[config.mk]
export PLATFORM = sky130hd
export DESIGN_NAME = servant_sleep_ctrl_flat
export DESIGN_NICKNAME = d
export VERILOG_FILES = /design/src/rtl/servant_sleep_ctrl_if.sv /design/src/rtl/servant_sleep_ctrl.sv /design/src/flat_wrapper.sv
export SDC_FILE = /design/constraint.sdc
export NUM_CORES = 1
export LEC_CHECK = 0
export BUFFER_PORTS_ARGS = -buffer_cell sky130_fd_sc_hd__clkbuf_2
export CORE_MARGIN = 1
export CORE_UTILIZATION = 45
export CTS_BUF_LIST = sky130_fd_sc_hd__clkbuf_2
export CTS_CLUSTER_SIZE = 40
export DETAILED_ROUTE_END_ITERATION = 10
export GPL_TIMING_DRIVEN = 0
export PLACE_DENSITY = 0.77
export SKIP_LAST_GASP = 1
export SLEW_MARGIN = 10
export SYNTH_ARGS = -nofsm -noshare
export SYNTH_HDL_FRONTEND = slang
export SYNTH_SLANG_ARGS = --single-unit
[constraint.sdc]
create_clock -name i_clk -period 4.5 [get_ports i_clk]
set_clock_uncertainty 0.2 [all_clocks]
set_input_delay 0 -clock i_clk [delete_from_list [all_inputs] [get_ports i_clk]]
set_output_delay 0 -clock i_clk [all_outputs]
set_load 0.005 [all_outputs]
[src/rtl/servant_sleep_ctrl_if.sv]
// Sleep-controller signal bundle between the servant core/SoC (master) and the controller (slave).
interface servant_sleep_ctrl_if #(
  parameter int unsigned NIRQ  = 4,
  parameter int unsigned CNT_W = 16
);
  logic             i_sleep_req;
  logic             i_bus_idle;
  logic [NIRQ-1:0]  i_irq;
  logic [NIRQ-1:0]  i_irq_mask;
  logic [NIRQ-1:0]  i_irq_ack;
  logic             o_clk_en;
  logic             o_sleeping;
  logic             o_wakeup;
  logic [NIRQ-1:0]  o_pending;
  logic [CNT_W-1:0] o_sleep_cycles;

  modport master (
    output i_sleep_req, i_bus_idle, i_irq, i_irq_mask, i_irq_ack,
    input  o_clk_en, o_sleeping, o_wakeup, o_pending, o_sleep_cycles
  );

  modport slave (
    input  i_sleep_req, i_bus_idle, i_irq, i_irq_mask, i_irq_ack,
    output o_clk_en, o_sleeping, o_wakeup, o_pending, o_sleep_cycles
  );
endinterface

[src/rtl/servant_sleep_ctrl.sv]
// Multi-channel sleep/wake controller: drains the bus, gates the core clock via a registered
// ICG enable, wakes on masked pending interrupts after a programmable delay, counts sleep cycles.
module servant_sleep_ctrl #(
  parameter int unsigned NIRQ     = 4,
  parameter int unsigned WAKE_DLY = 4,
  parameter int unsigned CNT_W    = 16
) (
  input logic               i_clk,
  input logic               i_rst_n,
  servant_sleep_ctrl_if.slave bus
);

  typedef enum logic [1:0] {StRun, StDrain, StSleep, StWake} state_e;

  state_e           state_q, state_d;
  logic [7:0]       wcnt_q, wcnt_d;
  logic [CNT_W-1:0] cyc_q, cyc_d;
  logic [NIRQ-1:0]  pend_q, pend_d;
  logic             clk_en_q, clk_en_d;
  logic             sleeping_q, sleeping_d;
  logic             wakeup_q, wakeup_d;
  logic             any_pend;

  assign any_pend = |pend_q;

  // A new unmasked request wins over a simultaneous ack.
  assign pend_d = (pend_q & ~bus.i_irq_ack) | (bus.i_irq & bus.i_irq_mask);

  always_comb begin
    state_d = state_q;
    wcnt_d  = wcnt_q;
    cyc_d   = cyc_q;
    unique case (state_q)
      StRun: begin
        if (bus.i_sleep_req && !any_pend) begin
          state_d = StDrain;
          cyc_d   = '0;
        end
      end
      StDrain: begin
        if (any_pend) begin
          state_d = StRun;
        end else if (bus.i_bus_idle) begin
          state_d = StSleep;
        end
      end
      StSleep: begin
        if (cyc_q != '1) begin
          cyc_d = cyc_q + {{(CNT_W-1){1'b0}}, 1'b1};
        end
        if (any_pend) begin
          state_d = StWake;
          wcnt_d  = 8'(WAKE_DLY);
        end
      end
      StWake: begin
        if (wcnt_q == 8'd0) begin
          state_d = StRun;
        end else begin
          wcnt_d = wcnt_q - 8'd1;
        end
      end
      default: state_d = StRun;
    endcase

    // Outputs are computed from the next state so they are registered alongside it.
    clk_en_d   = (state_d == StRun) || (state_d == StDrain);
    sleeping_d = !clk_en_d;
    wakeup_d   = ((state_q == StDrain) || (state_q == StWake)) && (state_d == StRun);
  end

  always_ff @(posedge i_clk or negedge i_rst_n) begin
    if (!i_rst_n) begin
      state_q    <= StRun;
      wcnt_q     <= 8'd0;
      cyc_q      <= '0;
      pend_q     <= '0;
      clk_en_q   <= 1'b1;
      sleeping_q <= 1'b0;
      wakeup_q   <= 1'b0;
    end else begin
      state_q    <= state_d;
      wcnt_q     <= wcnt_d;
      cyc_q      <= cyc_d;
      pend_q     <= pend_d;
      clk_en_q   <= clk_en_d;
      sleeping_q <= sleeping_d;
      wakeup_q   <= wakeup_d;
    end
  end

  assign bus.o_clk_en       = clk_en_q;
  assign bus.o_sleeping     = sleeping_q;
  assign bus.o_wakeup       = wakeup_q;
  assign bus.o_pending      = pend_q;
  assign bus.o_sleep_cycles = cyc_q;

endmodule
[src/flat_wrapper.sv]
// flat-port wrapper written by rule: the top's interface ports become plain ports
module servant_sleep_ctrl_flat 
#(
  parameter int unsigned NIRQ     = 4,
  parameter int unsigned WAKE_DLY = 4,
  parameter int unsigned CNT_W    = 16
)
  (i_clk, i_rst_n, bus_i_sleep_req, bus_i_bus_idle, bus_i_irq, bus_i_irq_mask, bus_i_irq_ack, bus_o_clk_en, bus_o_sleeping, bus_o_wakeup, bus_o_pending, bus_o_sleep_cycles);
  servant_sleep_ctrl_if #(.NIRQ(NIRQ), .CNT_W(CNT_W)) bus_i ();
  input logic i_clk;
  input logic i_rst_n;
  input wire logic [$bits(bus_i.i_sleep_req)-1:0] bus_i_sleep_req;
  input wire logic [$bits(bus_i.i_bus_idle)-1:0] bus_i_bus_idle;
  input wire logic [$bits(bus_i.i_irq)-1:0] bus_i_irq;
  input wire logic [$bits(bus_i.i_irq_mask)-1:0] bus_i_irq_mask;
  input wire logic [$bits(bus_i.i_irq_ack)-1:0] bus_i_irq_ack;
  output wire logic [$bits(bus_i.o_clk_en)-1:0] bus_o_clk_en;
  output wire logic [$bits(bus_i.o_sleeping)-1:0] bus_o_sleeping;
  output wire logic [$bits(bus_i.o_wakeup)-1:0] bus_o_wakeup;
  output wire logic [$bits(bus_i.o_pending)-1:0] bus_o_pending;
  output wire logic [$bits(bus_i.o_sleep_cycles)-1:0] bus_o_sleep_cycles;
  assign bus_i.i_sleep_req = bus_i_sleep_req;
  assign bus_i.i_bus_idle = bus_i_bus_idle;
  assign bus_i.i_irq = bus_i_irq;
  assign bus_i.i_irq_mask = bus_i_irq_mask;
  assign bus_i.i_irq_ack = bus_i_irq_ack;
  assign bus_o_clk_en = bus_i.o_clk_en;
  assign bus_o_sleeping = bus_i.o_sleeping;
  assign bus_o_wakeup = bus_i.o_wakeup;
  assign bus_o_pending = bus_i.o_pending;
  assign bus_o_sleep_cycles = bus_i.o_sleep_cycles;
  servant_sleep_ctrl #(.NIRQ(NIRQ), .WAKE_DLY(WAKE_DLY), .CNT_W(CNT_W)) u_core (.i_clk(i_clk), .i_rst_n(i_rst_n), .bus(bus_i));
endmodule
# After elaboration in Yosys (flattened, before gate mapping)
# Index checks and enable logic that the tools add are counted.
# W data, S select, Z words.
[op_classes]
add_sub_neg = 2
n_mul = 0
n_div = 0
magnitude_cmp = 0
n_eq_ne = 9
shift = 0
muxes = 12
bitwise_logic = 4
reduce_logical = 14
[op_table]
columns = ["operator", "n"]
rows = [
  ["$mux W16", 2],
  ["$pmux W16 S2", 1],
  ["$add A16 B1 Y16 const B", 1],
  ["$mux W8", 2],
  ["$ne A16 B16 Y1 const B", 1],
  ["$pmux W8 S2", 1],
  ["$mux W2", 5],
  ["$and A4 B4 Y4", 2],
  ["$logic_not A8 Y1", 1],
  ["$pmux W2 S4", 1],
  ["$sub A8 B1 Y8 const B", 1],
  ["$ne A2 B1 Y1 const B", 3],
  ["$reduce_and A3 Y1", 2],
  ["$eq A2 B1 Y1 const B", 2],
  ["$eq A2 B2 Y1 const B", 2],
  ["$logic_not A2 Y1", 2],
  ["$not A4 Y4", 1],
  ["$or A4 B4 Y4", 1],
  ["$reduce_bool A2 Y1", 2],
  ["$reduce_or A4 Y1", 1],
  ["$logic_and A1 B1 Y1", 2],
  ["$logic_not A1 Y1", 2],
  ["$logic_or A1 B1 Y1", 2],
  ["$ne A2 B2 Y1 const B", 1],
]
[totals]
register_bits = 33
latch_bits = 0
ramBits = 0
rom_bits = 0
inputBits = 16
output_inout_bits = 23
mem_count = 0

# Longest topological paths before layout
[logic_depth]
depth_word = 8
depth_mapped = 6

# Worst setup path before layout
# Ideal clock, no wire load.
[synth_timing]
path_type = "register -> register"
startpoint = "register u_core.cyc_q[0] (netlist: u_core.bus.o_sleep_cycles[0])"
endpoint = "register u_core.cyc_q[1] (netlist: u_core.bus.o_sleep_cycles[1])"
setup_time_ns = 0.122
arrival_time_ns = 1.685
setup_slack_ns = 2.494
stages_incl_launch_ff = 6
synth_period_minus_slack_ns = 2.006
cell_sequence = "dfrtp_1 -> ha_1 -> nand4_1 -> or4_4 -> buf_6 -> a32o_1"
[synth_via]
elab_chain_len = 3
elab_cells_between_ends = 6
classes_between = "add/sub: 1; eq/ne: 2; mux: 2; reduce/logical: 1"
[synth_rtl]
columns = ["element", "line_no", "source"]
rows = [
  ["start: declaration", "servant_sleep_ctrl.sv:17", "logic [CNT_W-1:0] cyc_q, cyc_d;"],
  ["start signal: assignment", "servant_sleep_ctrl.sv:84", "cyc_q <= cyc_d;"],
  ["$add A16 B1 Y16 / $ne A16 B16 Y1 (equally long branches)", "servant_sleep_ctrl.sv:49, servant_sleep_ctrl.sv:48", ""],
  ["$mux W16 / $ne A2 B1 Y1 (equally long branches)", "--", ""],
  ["$pmux W16 S2 / $reduce_and A3 Y1 (equally long branches)", "--", ""],
]
# Parallel ways exist; a longest one is shown, timed or not. The select of a mux whose other input is x is not followed.
# A chain may end at the register's enable or synchronous reset.

# Worst setup path after layout
[layout_timing]
startpoint = "register u_core.cyc_q[0] (netlist: u_core.bus.o_sleep_cycles[0])"
endpoint = "register u_core.cyc_q[9] (netlist: u_core.bus.o_sleep_cycles[9])"
# The elaborated chain is that of the path after synthesis.

==> metrics.txt <==
status finished, final reports clean; die area 4246 um2; DR pass1 iterations 5; clock-pin slew on the worst setup and hold paths 0.17 ns; Switch Pwr 0.4899 mW; switching fraction of total power 42.83%; Max Cap Violations 0; internal power 0.6540 mW; Post-CTS Setup Inserts 0; Seq/Total Area, Yosys 46.06%; largest net degree at the start of global routing 34; most common cell after layout, fill and taps aside clkbuf_2; CTS tree done; Max Slew Vio Count 0; Worst Tran Pin Value 0.8245 ns; PD cells 520.9 nW/um2; Clock H-tree levels 2; adder-cell share of the synthesized area 2.091%; Leak 1.100 nW; Synth-to-Final Area Change 22.30%; Antenna diodes 0; crit path max fanout 6; R2R depth 5; #FFs+latches synth 33; r2r setup slk 2.20 ns; clk root buf clkbuf_2; # setup viols final 0; # hold bufs at CTS 11; complex-gate fraction of the synthesized area 15.40%; most frequent cells in the layout clkbuf_2, dfrtp_1, nand2_1; critical path class reg -> reg; clk_lat worst skew 0.37 ns; Final nets 260; Post-Synthesis Cells 185; Post-Place Setup Slack 2.277 ns; Final Worst Setup Slack 2.202 ns; Peak VDD IR 220.2 uV; GR Util All Layers 21.00%; grt total ovfl 0; clock sink count 33; Syn Nets 204; crit path capture type flop; Die Ht 65.17 um; fin crit period 2.298 ns; final hold viol count 0; fmax 435.2 MHz; routed vias 1630; DPL Wire Length 2.695 mm; initial antenna violation count 0; post-synthesis mux area share 5.017%; DRC viols 0; area of the mapped netlist 1795 um2; via-per-instance ratio 5.621; routability cong. 0.8216; worst relative slew slack 45.04%; Critical Path RT 4.61 ns; Routed WL 3.875 mm; Sum Neg Setup Slack 0 ns; DR iter-0 viols 70; core area 3744 um2; Clk network pwr share 12.5%; Critical Path AT 2.40 ns; Synth Area in XOR/XNOR 1.463%; library cells used by synthesis 47; fin crit share 51.06%; Longest Clk Path Bufs 2; Logic pwr share 42.7%; total CTS buffers 5; die width 65.17 um; share of layout cells above drive strength 1 23.14%; largest family of logic cells by synthesized area simple AND/OR/NAND/NOR gates; Hold/Removal Path Class in -> async; syn avg cell area 9.705 um2; sequential share of power 44.8%; I/O pin total 39; wire per inst 13.36 um; post-CTS sizing 0; Initial Utilization 47.96%; RSZ-0062 raised after global routing no; num rows 22; synth warn 0; Routed Antenna Nets 0; Buffers on Ports 38; number of global-route vias before repair 1557; Startpoint Class flop; first-pass GRT wire length 6.810 mm; simple-gate share of the synthesized area 25.71%
[power by group through the flow]
stage / Clock (mW) / Sequential (mW) / Combinational [mW]
after global placement: 0 / 0.514 / 0.470
after CTS: 0.146 / 0.513 / 0.489
after detailed placement: 0 / 0.517 / 0.480
after floorplan: 0 / 0.502 / 0.330
after global routing: 0.162 / 0.532 / 0.556
final: 0.143 / 0.513 / 0.489
[registers in the layout, summed over array words and instances (netlist names)]
register	flops
u_core.bus.o_pending	4
u_core.bus.o_clk_en	1
u_core.state_q	2
u_core.bus.o_wakeup	1
u_core.bus.o_sleeping	1
u_core.wcnt_q	8
u_core.bus.o_sleep_cycles	16
[cell families after synthesis]
group / after synthesis
fa+ha+maj: 3
flops: 33
buf+inv: 18
mux: 9
simple gates: 78
xor+xnor: 3
compound gates: 41
[final cells by class]
cell class	instances	area, um2
timing repair buffer	49	300.3
multi-input combinational	134	892.1
clock buffer	8	40.04
sequential	33	827.0
inverter	13	48.80
buffer	5	27.53
tap	48	60.06
fill	367	1548
[worst max-delay path, stage by stage, from the launching register on]
cell     delay, ns
dfrtp_1       0.44
ha_1          0.27
nand4_1       0.18
nor3_1        0.59
a31oi_1       0.32
o22ai_1       0.23
[metrics by stage]
step                hold slack, ns  util (%)  instance area (um2)  power (mW)  instances
finish                     0.03251     58.66                 2196       1.144        290
global route               0.06479     58.66                 2196       1.250        290
CTS                        0.04491     58.66                 2196       1.148        290
detailed placement        -0.06722     54.65                 2046      0.9969        271
global placement          -0.06698     54.65                 2046      0.9838        271
floorplan                  -0.4956         -                 1795      0.8327        185
[worst paths after layout]
| check | startpoint | endpoint |
|---|---|---|
| worst min register to register | u_core.wcnt_q[4] | u_core.wcnt_q[4] |
| max in group asynchronous | i_rst_n | u_core.wcnt_q[3] |
| worst max-delay path | u_core.bus.o_sleep_cycles[0] | u_core.bus.o_sleep_cycles[9] |
| worst min-delay path | i_rst_n | u_core.bus.o_sleep_cycles[15] |
| worst max register to register | u_core.bus.o_sleep_cycles[0] | u_core.bus.o_sleep_cycles[9] |
| min in group i_clk | bus_i_irq_mask[2] | u_core.bus.o_pending[2] |
[layer usage]
layer | up-vias | routed length [um] | GRT usage [%]
met2 | 43 | 1856 | 35.18
met3 | 2 | 165 | 5.208
met4 | 0 | 32 | 6.522
met5 | - | 0 | 0
met1 | 780 | 1820 | 26.51
li1 | 805 | - | -
[synthesized netlist by cell type (all sizes together)]
cell / n / area [um2]
a21oi: 5 / 25.02
nor2b: 1 / 6.260
nand2b: 2 / 12.51
or3: 3 / 18.77
o311a: 1 / 10.01
dfrtp: 32 / 800.8
nand2: 16 / 60.06
nor4bb: 1 / 10.01
o21ai: 9 / 45.04
o41ai: 2 / 17.52
a32o: 1 / 10.01
nand3: 10 / 50.05
a211o: 1 / 8.760
or4: 2 / 18.77
nand4b: 1 / 8.760
mux2i: 9 / 90.09
o31a: 2 / 17.52
dfstp: 1 / 26.28
clkbuf: 3 / 11.26
nor2: 10 / 37.54
and3: 5 / 31.28
inv: 13 / 48.80
nand3b: 2 / 15.01
nor3: 6 / 30.03
o22ai: 1 / 6.260
nor4: 3 / 33.78
a31o: 2 / 17.52
a31oi: 9 / 56.30
xnor2: 1 / 8.760
ha: 3 / 37.54
or4b: 1 / 10.01
o311ai: 1 / 8.760
xor2: 2 / 17.52
and2: 1 / 6.260
a211oi: 1 / 7.510
nor4b: 1 / 8.760
a21o: 4 / 30.03
and4: 2 / 20.02
a41oi: 1 / 8.760
buf: 2 / 16.26
o21a: 1 / 7.510
nand4: 11 / 83.83
(Power assumes the default switching activity.)
